[config.mk]
export PLATFORM = sky130hd
export DESIGN_NAME = instr_fetch_stage
export DESIGN_NICKNAME = d
export VERILOG_FILES = /design/src/rtl/rv_fetch_pkg.sv /design/src/rtl/imm_src_decode.sv /design/src/rtl/instr_fetch_stage.sv
export SDC_FILE = /design/constraint.sdc
export NUM_CORES = 1
export LEC_CHECK = 0
export CORE_MARGIN = 4
export CORE_UTILIZATION = 40
export CTS_CLUSTER_SIZE = 24
export DETAILED_ROUTE_END_ITERATION = 16
export GPL_ROUTABILITY_DRIVEN = 0
export PLACE_DENSITY = 0.77
export SLEW_MARGIN = 20
export SYNTH_ARGS = -nofsm -noshare
export SYNTH_HDL_FRONTEND = slang
export SYNTH_HIERARCHICAL = 1
export SYNTH_SLANG_ARGS = --single-unit
export TNS_END_PERCENT = 100
[constraint.sdc]
create_clock -name clk -period 3.1 [get_ports clk]
set_clock_uncertainty 0.15 [all_clocks]
set_input_delay 0.93 -clock clk [delete_from_list [all_inputs] [get_ports clk]]
set_output_delay 0.93 -clock clk [all_outputs]
set_load 0.02 [all_outputs]
[src/rtl/rv_fetch_pkg.sv]
// Shared fetch-stage types: opcode constants, the immediate-format select used by
// the sign-extender, and the fetch FSM state encoding.
package rv_fetch_pkg;

    localparam logic [6:0] OPC_LOAD   = 7'b0000011;
    localparam logic [6:0] OPC_OPIMM  = 7'b0010011;
    localparam logic [6:0] OPC_JALR   = 7'b1100111;
    localparam logic [6:0] OPC_STORE  = 7'b0100011;
    localparam logic [6:0] OPC_BRANCH = 7'b1100011;
    localparam logic [6:0] OPC_JAL    = 7'b1101111;

    typedef enum logic [1:0] {
        IMM_I = 2'd0,
        IMM_S = 2'd1,
        IMM_B = 2'd2,
        IMM_J = 2'd3
    } imm_src_t;

    typedef enum logic [1:0] {
        S_REQ  = 2'd0,
        S_WAIT = 2'd1,
        S_HOLD = 2'd2
    } fetch_state_t;

endpackage

[src/rtl/imm_src_decode.sv]
// Combinational opcode -> immediate-format select, encoded as the sign-extender's src input.
module imm_src_decode
    import rv_fetch_pkg::*;
(
    input  logic [6:0] opcode,
    output imm_src_t   imm_src
);

    // Opcodes without an immediate (or with U-type) fall back to IMM_I.
    always_comb begin
        imm_src = IMM_I;
        case (opcode)
            OPC_LOAD, OPC_OPIMM, OPC_JALR: imm_src = IMM_I;
            OPC_STORE:                     imm_src = IMM_S;
            OPC_BRANCH:                    imm_src = IMM_B;
            OPC_JAL:                       imm_src = IMM_J;
            default:                       imm_src = IMM_I;
        endcase
    end

endmodule

[src/rtl/instr_fetch_stage.sv]
// Single-outstanding instruction fetch stage with redirect/drop handling.
// Optional feature macro: MISALIGN_CHECK_EN (adds if_misaligned, keeps redirect_pc[1:0]).
module instr_fetch_stage
    import rv_fetch_pkg::*;
#(
    parameter logic [31:0] RESET_PC = 32'h0000_0000
)
(
    input  logic        clk,
    input  logic        reset,
    output logic        imem_req_valid,
    input  logic        imem_req_ready,
    output logic [31:0] imem_req_addr,
    input  logic        imem_rsp_valid,
    input  logic [31:0] imem_rsp_data,
    input  logic        redirect_valid,
    input  logic [31:0] redirect_pc,
    output logic        if_valid,
    input  logic        if_ready,
    output logic [31:0] if_instr,
    output logic [31:0] if_pc,
    output logic [31:0] if_pc_plus4,
    output logic [1:0]  if_imm_src
`ifdef MISALIGN_CHECK_EN
    ,
    output logic        if_misaligned
`endif
);

    fetch_state_t state_r;
    logic [31:0]  pc_r;
    logic         drop_r;
    imm_src_t     dec_imm_s;
    logic [31:0]  redir_pc_s;

`ifdef MISALIGN_CHECK_EN
    logic         mis_pend_r;
    assign redir_pc_s = redirect_pc;
`else
    logic         unused_redir_lsb_s;
    assign redir_pc_s         = {redirect_pc[31:2], 2'b00};
    assign unused_redir_lsb_s = ^redirect_pc[1:0];
`endif

    imm_src_decode u_imm_src_decode (
        .opcode  (imem_rsp_data[6:0]),
        .imm_src (dec_imm_s)
    );

    // A redirect suppresses the request in the same cycle so no stale address can fire.
    assign imem_req_valid = (state_r == S_REQ) && !redirect_valid && !reset;
    assign imem_req_addr  = pc_r;

    // Fetch FSM, PC and decode-side buffer.
    always_ff @(posedge clk) begin
        if (reset) begin
            state_r     <= S_REQ;
            pc_r        <= RESET_PC;
            drop_r      <= 1'b0;
            if_valid    <= 1'b0;
            if_instr    <= 32'h0000_0000;
            if_pc       <= 32'h0000_0000;
            if_pc_plus4 <= RESET_PC + 32'd4;
            if_imm_src  <= 2'b00;
`ifdef MISALIGN_CHECK_EN
            mis_pend_r    <= 1'b0;
            if_misaligned <= 1'b0;
`endif
        end else if (redirect_valid) begin
            pc_r <= redir_pc_s;
`ifdef MISALIGN_CHECK_EN
            mis_pend_r <= |redirect_pc[1:0];
`endif
            case (state_r)
                S_REQ: state_r <= S_REQ;
                S_WAIT: begin
                    // The outstanding word belongs to the old path: discard now or mark for discard.
                    if (imem_rsp_valid) begin
                        drop_r  <= 1'b0;
                        state_r <= S_REQ;
                    end else begin
                        drop_r  <= 1'b1;
                        state_r <= S_WAIT;
                    end
                end
                S_HOLD: begin
                    if_valid <= 1'b0;
                    state_r  <= S_REQ;
                end
                default: state_r <= S_REQ;
            endcase
        end else begin
            case (state_r)
                S_REQ: begin
                    if (imem_req_ready) begin
                        state_r <= S_WAIT;
                    end else begin
                        state_r <= S_REQ;
                    end
                end
                S_WAIT: begin
                    if (imem_rsp_valid && drop_r) begin
                        drop_r  <= 1'b0;
                        state_r <= S_REQ;
                    end else if (imem_rsp_valid) begin
                        if_valid    <= 1'b1;
                        if_instr    <= imem_rsp_data;
                        if_pc       <= pc_r;
                        if_pc_plus4 <= pc_r + 32'd4;
                        if_imm_src  <= dec_imm_s;
`ifdef MISALIGN_CHECK_EN
                        if_misaligned <= mis_pend_r;
                        mis_pend_r    <= 1'b0;
`endif
                        state_r     <= S_HOLD;
                    end else begin
                        state_r <= S_WAIT;
                    end
                end
                S_HOLD: begin
                    if (if_ready) begin
                        if_valid <= 1'b0;
                        pc_r     <= pc_r + 32'd4;
                        state_r  <= S_REQ;
                    end else begin
                        state_r <= S_HOLD;
                    end
                end
                default: state_r <= S_REQ;
            endcase
        end
    end

endmodule

==> impl_metrics.sql <==
INSERT INTO impl_metrics (metric_group, metric, value, unit) VALUES
('global_routing', 'first_global_vias', '5844', ''),
('clock_network', 'root_buffer', 'clkbuf_16', ''),
('power_and_ir_drop', 'leakagePower', '2.96', 'nW'),
('hold_path', 'hold_path.startpoint', 'if_instr[21]$_SDFFE_PP0P_', ''),
('die', 'floorplan.io_pins', '202', ''),
('cells_and_area', 'final_cells', '1129', ''),
('cells_and_area', 'mostFrequentLayoutCells', 'clkdlybuf4s50_1, nand2_1, dfxtp_1', ''),
('synthesis', 'synth_compound_gate_area_share', '0.201', ''),
('clock_network', 'cts_num_sinks', '128', ''),
('timing', 'grt_setup_unrepaired', 'no', ''),
('timing', 'finalSetupViolCount', '0', ''),
('die', 'fp.dieH', '129', 'µm'),
('cells_and_area', 'share_of_cells_above_drive_strength_1', '0.0878', ''),
('hold_path', 'worstHoldPathCells', '2', ''),
('clock_network', 'ctsLongestPathBuffers', '2', ''),
('synthesis', 'postSynth.topFlopCell', 'dfxtp_1', ''),
('die', 'die_w', '129', 'µm'),
('timing', 'layout_min_cycle_time', '3.01', 'ns'),
('setup_path', 'crit_chain', 'clkdlybuf4s50_1 > nor2_1 > and2_1 > dlygate4sd2_1', ''),
('synthesis', 'yosys_register_bits', '128', ''),
('synthesis', 'fraction_of_synthesized_area_in_multiplexers', '0', ''),
('clock_network', 'cts_tree', 'done', ''),
('timing', 'timing.final.max_slew_violations', '0', ''),
('placement', 'dp.cells', '1098', ''),
('synthesis', 'combinational_family_with_the_most_area_after_synthesis', 'simple AND/OR/NAND/NOR gates', ''),
('setup_path', 'critical_path.max_stage_delay', '0.42', 'ns'),
('synthesis', 'synth_enable_flop_cells', '0', ''),
('status', 'status', 'finished, final reports clean', ''),
('routing', 'drt_first_iter_violations', '615', ''),
('timing', 'fin_setup_tns', '0', 'ns'),
('flow_run', 'maxcap_viol_count', '0', ''),
('placement', 'buffer_ports.inserted', '193', ''),
('placement', 'place.detailed.hpwl', '13.6', 'mm'),
('power_and_ir_drop', 'pwr_per_cell_area', '493', 'nW/µm²'),
('synthesis', 'synth_xor_area_frac', '0.0327', ''),
('routing', 'routedWlPerCell', '17.5', 'µm'),
('power_and_ir_drop', 'irDropWorstVdd', '0.366', 'mV'),
('hold_path', 'hold_path_end', 'if_instr[21]$_SDFFE_PP0P_', ''),
('cells_and_area', 'antenna_fix_cells', '0', ''),
('power_and_ir_drop', 'netSwitchingFraction', '0.235', ''),
('synthesis', 'synthArstFlopShare', '0', ''),
('setup_path', 'r2r_slack', '0.45', 'ns'),
('timing', 'final.period_utilization', '0.970', ''),
('synthesis', 'yosysWarnings', '6', ''),
('synthesis', 'syn_avg_cell_area', '7.86', 'µm²'),
('die', 'die-area', '16700', 'µm²'),
('power_and_ir_drop', 'combinationalPowerShare', '0.118', ''),
('placement', 'placedInstanceArea', '8150', 'µm²'),
('setup_path', 'crit_path_end_kind', 'output pin', ''),
('synthesis', 'yosys.area_share.simple', '0.257', ''),
('global_routing', 'first_pass_grt_wire_length', '30.7', 'mm'),
('setup_path', 'worstSetupPathType', 'primary input to output pin', ''),
('synthesis', 'synth-adder-area-share', '0.0106', ''),
('placement', 'pre_cts_ws', '-0.186', 'ns'),
('setup_path', 'cp.arrival', '1.93', 'ns'),
('routing', 'drtPass1Iterations', '7', ''),
('power_and_ir_drop', 'seq_power_share', '0.405', ''),
('power_and_ir_drop', 'share_clk_of_total_power', '0.477', ''),
('clock_network', 'cts.repair_timing.setup_buffer_count', '0', ''),
('cells_and_area', 'area_growth_syn_to_layout', '48.8', '%'),
('cells_and_area', 'mostFrequentLayoutCell', 'clkdlybuf4s50_1', ''),
('setup_path', 'cpLargestDelayFamily', 'buffers and inverters', ''),
('setup_path', 'required', '2.02', 'ns'),
('timing', 'relative_slew_margins', '0.537', ''),
('setup_path', 'startpoint_type', 'primary input', ''),
('routing', 'totalWireLength', '19.7', 'mm'),
('clock_network', 'cts.hold.buffers_added', '0', ''),
('setup_path', 'r2r_start', 'imem_req_addr[3]$_SDFFE_PP0P_', ''),
('clock_network', 'cts.reportedPaths.clkPinSlew', '0.05', 'ns'),
('routing', 'dr_total_vias', '6223', ''),
('timing', 'worst_slew_pin_slew', '0.688', 'ns');
==> cells in the mapped netlist (all sizes together), types with 11 or more instances <==
master    n  area share
nor3     16       0.014
nor2     38       0.024
buf      22       0.021
nand3    23       0.023
xnor2    14       0.021
o31ai    12       0.015
clkbuf   56       0.036
o21ai    33       0.028
inv      11      0.0070
nand2   147       0.094
nor4     16       0.017
a211oi   20       0.025
dfxtp   128        0.44
nand4    14       0.015
a311oi   14       0.021
a31oi    11       0.012
a21oi    79       0.067
or4      15       0.019
==> worst min-delay path: stages, from the launching register on <==
cell     delay [ns]
dfxtp_1        0.30
nand2_1        0.05
a21oi_1        0.05
==> worst max-delay path by stage <==
stage / start / endpoint / cells after the start
2_1_floorplan: redirect_valid / imem_req_valid / 4
3_3_place_gp: redirect_valid / imem_req_valid / 4
3_5_place_dp: redirect_valid / imem_req_valid / 4
4_1_cts: redirect_valid / imem_req_valid / 4
5_1_grt: redirect_valid / imem_req_valid / 4
6_report: redirect_valid / imem_req_valid / 4
==> registers in the layout, indices dropped and copies added, names as in the netlist <==
| signal | flops |
|---|---|
| drop_r | 1 |
| if_imm_src | 2 |
| if_instr | 32 |
| if_pc | 30 |
| if_pc_plus4 | 30 |
| if_valid | 1 |
| imem_req_addr | 30 |
| state_r | 2 |
==> per-layer routing <==
| layer | global-route usage | vias to the layer above | part of all wire |
|---|---|---|---|
| li1 | - | 3027 | - |
| met1 | 0.307 | 2900 | 0.42 |
| met2 | 0.362 | 251 | 0.47 |
| met3 | 0.0569 | 45 | 0.078 |
| met4 | 0.0945 | 0 | 0.027 |
| met5 | 0 | - | 0 |
==> area by class of cell <==
cell class	count	area, µm²	share of cell area
sequential	128	2560	0.293
inverter	11	41.3	0.00471
tap	184	230	0.0263
clock inverter	5	100	0.0114
timing repair buffer	238	2330	0.266
clock buffer	26	509	0.0581
multi-input combinational	537	2990	0.341
==> logic make-up after synthesis <==
group	count (synthesis)
flip-flops	128
adder cells (fa/ha/maj)	5
buffers and inverters	89
XOR/XNOR	22
AND/OR/NAND/NOR	313
AO/OA/AOI/OAI	191
other	1
==> what timing repair did <==
action	in CTS	in global routing
endpoints found under the hold margin	0	0
resized for setup	1	0
setup endpoints to repair	1	0
==> stage by stage <==
| step | hold WS (ns) | total power, mW |
|---|---|---|
| 2_1_floorplan | 0.357 | 2.02 |
| 3_3_place_gp | 0.291 | 2.28 |
| 3_5_place_dp | 0.296 | 2.29 |
| 4_1_cts | 0.303 | 4.35 |
| 5_1_grt | 0.317 | 4.46 |
| 6_report | 0.301 | 4.32 |
==> power by group through the flow <==
| stage | sequential (mW) | combinational, mW | clock (mW) |
|---|---|---|---|
| 5_1_grt | 1.76 | 0.544 | 2.16 |
| 3_5_place_dp | 1.78 | 0.505 | 0 |
| 6_report | 1.75 | 0.510 | 2.06 |
| 4_1_cts | 1.75 | 0.509 | 2.09 |
| 3_3_place_gp | 1.78 | 0.502 | 0 |
| 2_1_floorplan | 1.82 | 0.199 | 0 |
(Power assumes the default switching activity.)
